File: config.mk
export PLATFORM = sky130hd
export DESIGN_NAME = bridge_pkt_receiver
export DESIGN_NICKNAME = d
export VERILOG_FILES = /design/src/rtl/bridge_pkt_receiver.sv
export SDC_FILE = /design/constraint.sdc
export NUM_CORES = 1
export LEC_CHECK = 0
export ABC_AREA = 1
export CORE_ASPECT_RATIO = 0.7
export CORE_UTILIZATION = 58
export DETAILED_ROUTE_END_ITERATION = 10
export GPL_ROUTABILITY_DRIVEN = 0
export PLACE_DENSITY = 0.83
export SYNTH_ARGS = -nofsm -noshare
export SYNTH_HDL_FRONTEND = slang
export SYNTH_SLANG_ARGS = --single-unit
File: constraint.sdc
create_clock -name clock -period 5.42 [get_ports clock]
set_clock_uncertainty 0.15 [all_clocks]
set_input_delay 0.542 -clock clock [delete_from_list [all_inputs] [get_ports clock]]
set_output_delay 0.542 -clock clock [all_outputs]
set_load 0.02 [all_outputs]
File: src/rtl/bridge_pkt_receiver.sv
// bridge_pkt_receiver
// Packet receiver between the UART RX byte source and the downstream packet
// RAM. Parses header / payload / check words with its own FSM, stages header
// and payload words through a small holding FIFO, and computes an XOR or
// additive check over header+payload.
//
// Ports:
//   clock       - single clock, rising edge
//   resetn      - asynchronous active-low reset
//   pkt_valid   - source presents a word on data_in
//   data_in     - header, payload or check word
//   busy        - holding buffer full; source must hold its word
//   ram_full    - downstream cannot accept this cycle
//   dout        - holding buffer head word
//   dout_valid  - dout is transferred downstream this cycle
//   dest        - addr field of the current/last header
//   pkt_done    - one-cycle pulse at packet end (normal or truncated)
//   chk_err     - check mismatch on the last packet
//   len_err     - last packet was truncated
module bridge_pkt_receiver #(
  parameter int DATA_W     = 8,
  parameter int ADDR_W     = 2,
  parameter int HOLD_DEPTH = 2,
  parameter int CHK_MODE   = 0
) (
  input  logic              clock,
  input  logic              resetn,
  input  logic              pkt_valid,
  input  logic [DATA_W-1:0] data_in,
  output logic              busy,
  input  logic              ram_full,
  output logic [DATA_W-1:0] dout,
  output logic              dout_valid,
  output logic [ADDR_W-1:0] dest,
  output logic              pkt_done,
  output logic              chk_err,
  output logic              len_err
);

  localparam int LEN_W = DATA_W - ADDR_W;
  localparam int PTR_W = (HOLD_DEPTH > 1) ? $clog2(HOLD_DEPTH) : 1;
  localparam int CNT_W = $clog2(HOLD_DEPTH + 1);

  typedef enum logic [1:0] {
    ST_IDLE    = 2'd0,
    ST_PAYLOAD = 2'd1,
    ST_CHECK   = 2'd2
  } state_t;

  // Running check update: XOR or modulo-2^DATA_W sum.
  function automatic logic [DATA_W-1:0] chk_update(input logic [DATA_W-1:0] acc,
                                                   input logic [DATA_W-1:0] word);
    if (CHK_MODE == 1) begin
      chk_update = acc + word;
    end else begin
      chk_update = acc ^ word;
    end
  endfunction

  // Pointer advance with wrap at HOLD_DEPTH (depth need not fill PTR_W).
  function automatic logic [PTR_W-1:0] ptr_next(input logic [PTR_W-1:0] p);
    if (p == PTR_W'(HOLD_DEPTH - 1)) begin
      ptr_next = '0;
    end else begin
      ptr_next = p + PTR_W'(1);
    end
  endfunction

  state_t              state_q, state_d;
  logic [LEN_W-1:0]    remaining_q, remaining_d;
  logic [DATA_W-1:0]   chk_q, chk_d;
  logic [ADDR_W-1:0]   dest_q, dest_d;
  logic                pkt_done_q, pkt_done_d;
  logic                chk_err_q, chk_err_d;
  logic                len_err_q, len_err_d;

  logic [DATA_W-1:0]   mem_q [HOLD_DEPTH];
  logic [DATA_W-1:0]   mem_d [HOLD_DEPTH];
  logic [PTR_W-1:0]    wr_ptr_q, wr_ptr_d;
  logic [PTR_W-1:0]    rd_ptr_q, rd_ptr_d;
  logic [CNT_W-1:0]    count_q, count_d;

  logic                busy_s;
  logic                accept_s;
  logic                push_s;
  logic                pop_s;

  // Buffer-side combinational outputs and handshake decode.
  always_comb begin
    busy_s     = (count_q == CNT_W'(HOLD_DEPTH));
    accept_s   = pkt_valid && !busy_s;
    // The check word is consumed by the FSM only, never buffered.
    push_s     = accept_s && (state_q != ST_CHECK);
    pop_s      = (count_q != '0) && !ram_full;
    busy       = busy_s;
    dout_valid = pop_s;
    dout       = mem_q[rd_ptr_q];
    dest       = dest_q;
    pkt_done   = pkt_done_q;
    chk_err    = chk_err_q;
    len_err    = len_err_q;
  end

  // Holding FIFO next-state: write at wr_ptr, read at rd_ptr, count tracks fill.
  always_comb begin
    mem_d    = mem_q;
    wr_ptr_d = wr_ptr_q;
    rd_ptr_d = rd_ptr_q;
    count_d  = count_q;
    if (push_s) begin
      mem_d[wr_ptr_q] = data_in;
      wr_ptr_d        = ptr_next(wr_ptr_q);
    end else begin
      wr_ptr_d = wr_ptr_q;
    end
    if (pop_s) begin
      rd_ptr_d = ptr_next(rd_ptr_q);
    end else begin
      rd_ptr_d = rd_ptr_q;
    end
    case ({push_s, pop_s})
      2'b10:   count_d = count_q + CNT_W'(1);
      2'b01:   count_d = count_q - CNT_W'(1);
      default: count_d = count_q;
    endcase
  end

  // Packet FSM next-state: header parse, payload check accumulation, check compare.
  always_comb begin
    state_d     = state_q;
    remaining_d = remaining_q;
    chk_d       = chk_q;
    dest_d      = dest_q;
    pkt_done_d  = 1'b0;
    chk_err_d   = chk_err_q;
    len_err_d   = len_err_q;
    case (state_q)
      ST_IDLE: begin
        if (accept_s) begin
          dest_d      = data_in[ADDR_W-1:0];
          remaining_d = data_in[DATA_W-1:ADDR_W];
          chk_d       = data_in;
          chk_err_d   = 1'b0;
          len_err_d   = 1'b0;
          if (data_in[DATA_W-1:ADDR_W] != '0) begin
            state_d = ST_PAYLOAD;
          end else begin
            state_d = ST_CHECK;
          end
        end else begin
          state_d = ST_IDLE;
        end
      end
      ST_PAYLOAD: begin
        if (accept_s) begin
          chk_d       = chk_update(chk_q, data_in);
          remaining_d = remaining_q - LEN_W'(1);
          if (remaining_q == LEN_W'(1)) begin
            state_d = ST_CHECK;
          end else begin
            state_d = ST_PAYLOAD;
          end
        end else if (!busy_s) begin
          // Source went idle mid-packet: truncation.
          len_err_d  = 1'b1;
          chk_err_d  = 1'b0;
          pkt_done_d = 1'b1;
          state_d    = ST_IDLE;
        end else begin
          state_d = ST_PAYLOAD;
        end
      end
      ST_CHECK: begin
        if (accept_s) begin
          chk_err_d  = (data_in != chk_q);
          pkt_done_d = 1'b1;
          state_d    = ST_IDLE;
        end else if (!busy_s) begin
          len_err_d  = 1'b1;
          chk_err_d  = 1'b0;
          pkt_done_d = 1'b1;
          state_d    = ST_IDLE;
        end else begin
          state_d = ST_CHECK;
        end
      end
      default: begin
        state_d = ST_IDLE;
      end
    endcase
  end

  // State registers; reset also discards buffered words and the partial packet.
  always_ff @(posedge clock or negedge resetn) begin
    if (!resetn) begin
      state_q     <= ST_IDLE;
      remaining_q <= '0;
      chk_q       <= '0;
      dest_q      <= '0;
      pkt_done_q  <= 1'b0;
      chk_err_q   <= 1'b0;
      len_err_q   <= 1'b0;
      wr_ptr_q    <= '0;
      rd_ptr_q    <= '0;
      count_q     <= '0;
      for (int i = 0; i < HOLD_DEPTH; i++) begin
        mem_q[i] <= '0;
      end
    end else begin
      state_q     <= state_d;
      remaining_q <= remaining_d;
      chk_q       <= chk_d;
      dest_q      <= dest_d;
      pkt_done_q  <= pkt_done_d;
      chk_err_q   <= chk_err_d;
      len_err_q   <= len_err_d;
      wr_ptr_q    <= wr_ptr_d;
      rd_ptr_q    <= rd_ptr_d;
      count_q     <= count_d;
      for (int i = 0; i < HOLD_DEPTH; i++) begin
        mem_q[i] <= mem_d[i];
      end
    end
  end

endmodule

==> reports/results.ini <==
[grt]
grt_max_degree = 42
grt_overflow = 0
grt_antenna_before_repair = 0
track_usage = 0.248
grt_pass1_vias = 1649
grt_pass1_wl_mm = 7.37

[final_layout]
final_nets = 325
final_core_util = 0.725
n_antenna_cell = 0
drive_above_1_share = 0.0749
synthToLayoutAreaGrowth_pct = 17.1

[run_status]
outcome = finished, final reports clean

[yosys]
synth_top_area_cell = dfrtp_1
synth.most_common_cell = nand2_1
synthTopCellsByCount = nand2_1 (95), dfrtp_1 (41), inv_1 (34), o21ai_0 (30), nor2_1 (19)
synthCells = 279
yosysWarnings = 0
yosysTopAreaCellShare = 0.463
netlist_top_cells_area = dfrtp_1 (46%), nand2_1 (16%), o21ai_0 (6.8%), inv_1 (5.8%), ha_1 (4.0%)
synth-compound-area-share = 0.147
synth_top_family_by_area = simple AND/OR/NAND/NOR gates
synthFlopType = dfrtp_1
syn-num-nets = 298
synthXorXnorAreaFrac = 0.0198
synth_edf_count = 0
ys_ff_latch = 41
synthAdderAreaFrac = 0.0395
avgSynthCellArea_um2 = 7.94
syn_area_um2 = 2220
synth_seq_area_share = 0.463
synth-simple-area-share = 0.249
ys_types = 26
synthMuxAreaShare = 0
synthArstFlopShare = 1.00

[sta]
period_share = 0.470
finalSetupTns_ns = 0
rsz0062_at_grt = no
setup_viol = 0
worst-slew-pin-transition_ns = 0.907
max_freq_mhz = 393
hold_violations = 0
slew_viol_final = 0
max_slew_margin = 0.395
period_needed_ns = 2.55

[routing]
drt-pass1-iter-count = 4
wl_per_cell_um = 12.9
drc_errors = 0
drt-total-wl_mm = 4.59
antenna_left = 0
drt_iter0_drc = 147
viasPerCell = 5.18
vias = 1850

[setup_path]
worstPathCellList = inv_1 > nand2_1 > nand2_1 > clkdlybuf4s50_1
cp.required_ns = 4.73
cp-end-kind = output pin
slowest_stage = clkdlybuf4s50_1
cp_slowest_stage_delay_ns = 0.60
critPathKind = reg -> out
crit_arrival_ns = 1.85
crit_path_frequent_cell = nand2_1
cp_max_fo = 10
cp-start-kind = flip-flop

[cts]
post_cts_buffers = 0
ctsResizeCount = 0
htreeDepth = 2
path_clk_slew_ns = 0.08
clock-sinks = 41
cts_hold_buf = 0
clk_latency_ns = 0.30
clk_path_buf_depth = 2
numCtsBuffers = 5
tritoncts = yes
cts_root_buf = clkbuf_8

[run]
drv_cap = 0

[placement]
dp_hpwl_mm = 3.27
port_buffers = 26

[die]
die_w_um = 75.9
fp.dieH_um = 53.7
rows = 18
io_pins = 27
die-area_um2 = 4080
floorplan.initialDensity = 0.619
coreArea_um2 = 3580

[power]
p_per_area_nw_per_um2 = 598
power_leakage_nw = 1.30
ir_worst_vdd_v = 0.000331

[hold_path]
min_path_type = in -> async

cell families after synthesis:
group	after synthesis
AND/OR/NAND/NOR	132
AO/OA/AOI/OAI	54
flip-flops	41
buffers and inverters	40
adder cells (fa/ha/maj)	7
XOR/XNOR	5
power by group:
part / switching [W] / internal (W) / leakage [nW]
clock: 0.000110 / 0.000138 / 0.0543
combinational: 0.000457 / 0.000299 / 0.740
sequential: 0.0000992 / 0.000449 / 0.501
total: 0.000666 / 0.000886 / 1.30
metal layers:
metal	vias to the layer above	GRT usage	wire, µm
met5	-	0	0
met3	4	0.0506	191
met1	867	0.341	2220
li1	936	-	-
met2	43	0.407	2150
met4	0	0.0556	25
cells in the final DEF, fill, tap and decap left out, drive strengths merged:
cell type	instances
buf	1
nor2	21
ha	7
xnor2	2
a21oi	6
clkinv	1
nand4	1
nor3	2
a31oi	1
nand2	99
or2	1
inv	34
bufinv	1
clkdlybuf4s50	25
o21a	1
o21ai	38
o41ai	1
o211ai	3
dfrtp	41
nand3	8
a22oi	4
xor2	3
clkbuf	5
clkinvlp	1
cell type report:
type	instances	area (µm²)
inverters	34	128
clock buffers	5	68.8
multi-input cells	198	1010
fillers	279	986
clock inverters	3	46.3
repair buffers	26	255
well taps	50	62.6
flip-flops and latches	41	1030
metrics by stage:
stage	instance area (µm²)	setup slack (ns)	std cells	power, W	hold WS [ns]
2_1_floorplan	2220	3.53	279	0.00108	0.0964
3_3_place_gp	2480	2.94	349	0.00127	0.316
3_5_place_dp	2480	2.89	349	0.00130	0.320
4_1_cts	2590	2.85	357	0.00156	0.237
5_1_grt	2590	2.73	357	0.00169	0.278
6_report	2590	2.87	357	0.00155	0.222
critical path: cells and delay by family, from the launching register on:
family        cells  cell delay (ns)
simple gates      2             0.16
flops             1             0.52
buf+inv           2             0.88
sequential cells by signal, summed over array words and instances (netlist names):
signal	flops
pkt_done	1
len_err	1
chk_err	1
count_q	2
remaining_q	6
state_q	2
mem_q	16
wr_ptr_q	1
chk_q	8
dest	2
rd_ptr_q	1
worst paths after layout:
| check | startpoint | slack [ns] | to | depth (start not counted) |
|---|---|---|---|---|
| worst min register to register | mem_q[13] | 0.34 | mem_q[13] | 2 |
| worst max register to register | state_q[1] | 3.21 | remaining_q[4] | 6 |
| worst max-delay path | rd_ptr_q | 2.87 | dout[3] | 4 |
| min in group clock | mem_q[13] | 0.34 | mem_q[13] | 2 |
| max in group asynchronous | resetn | 4.34 | chk_q[7] | 1 |
| worst min-delay path | resetn | 0.22 | state_q[1] | 1 |
No activity file was read; power rests on OpenSTA's default activity.
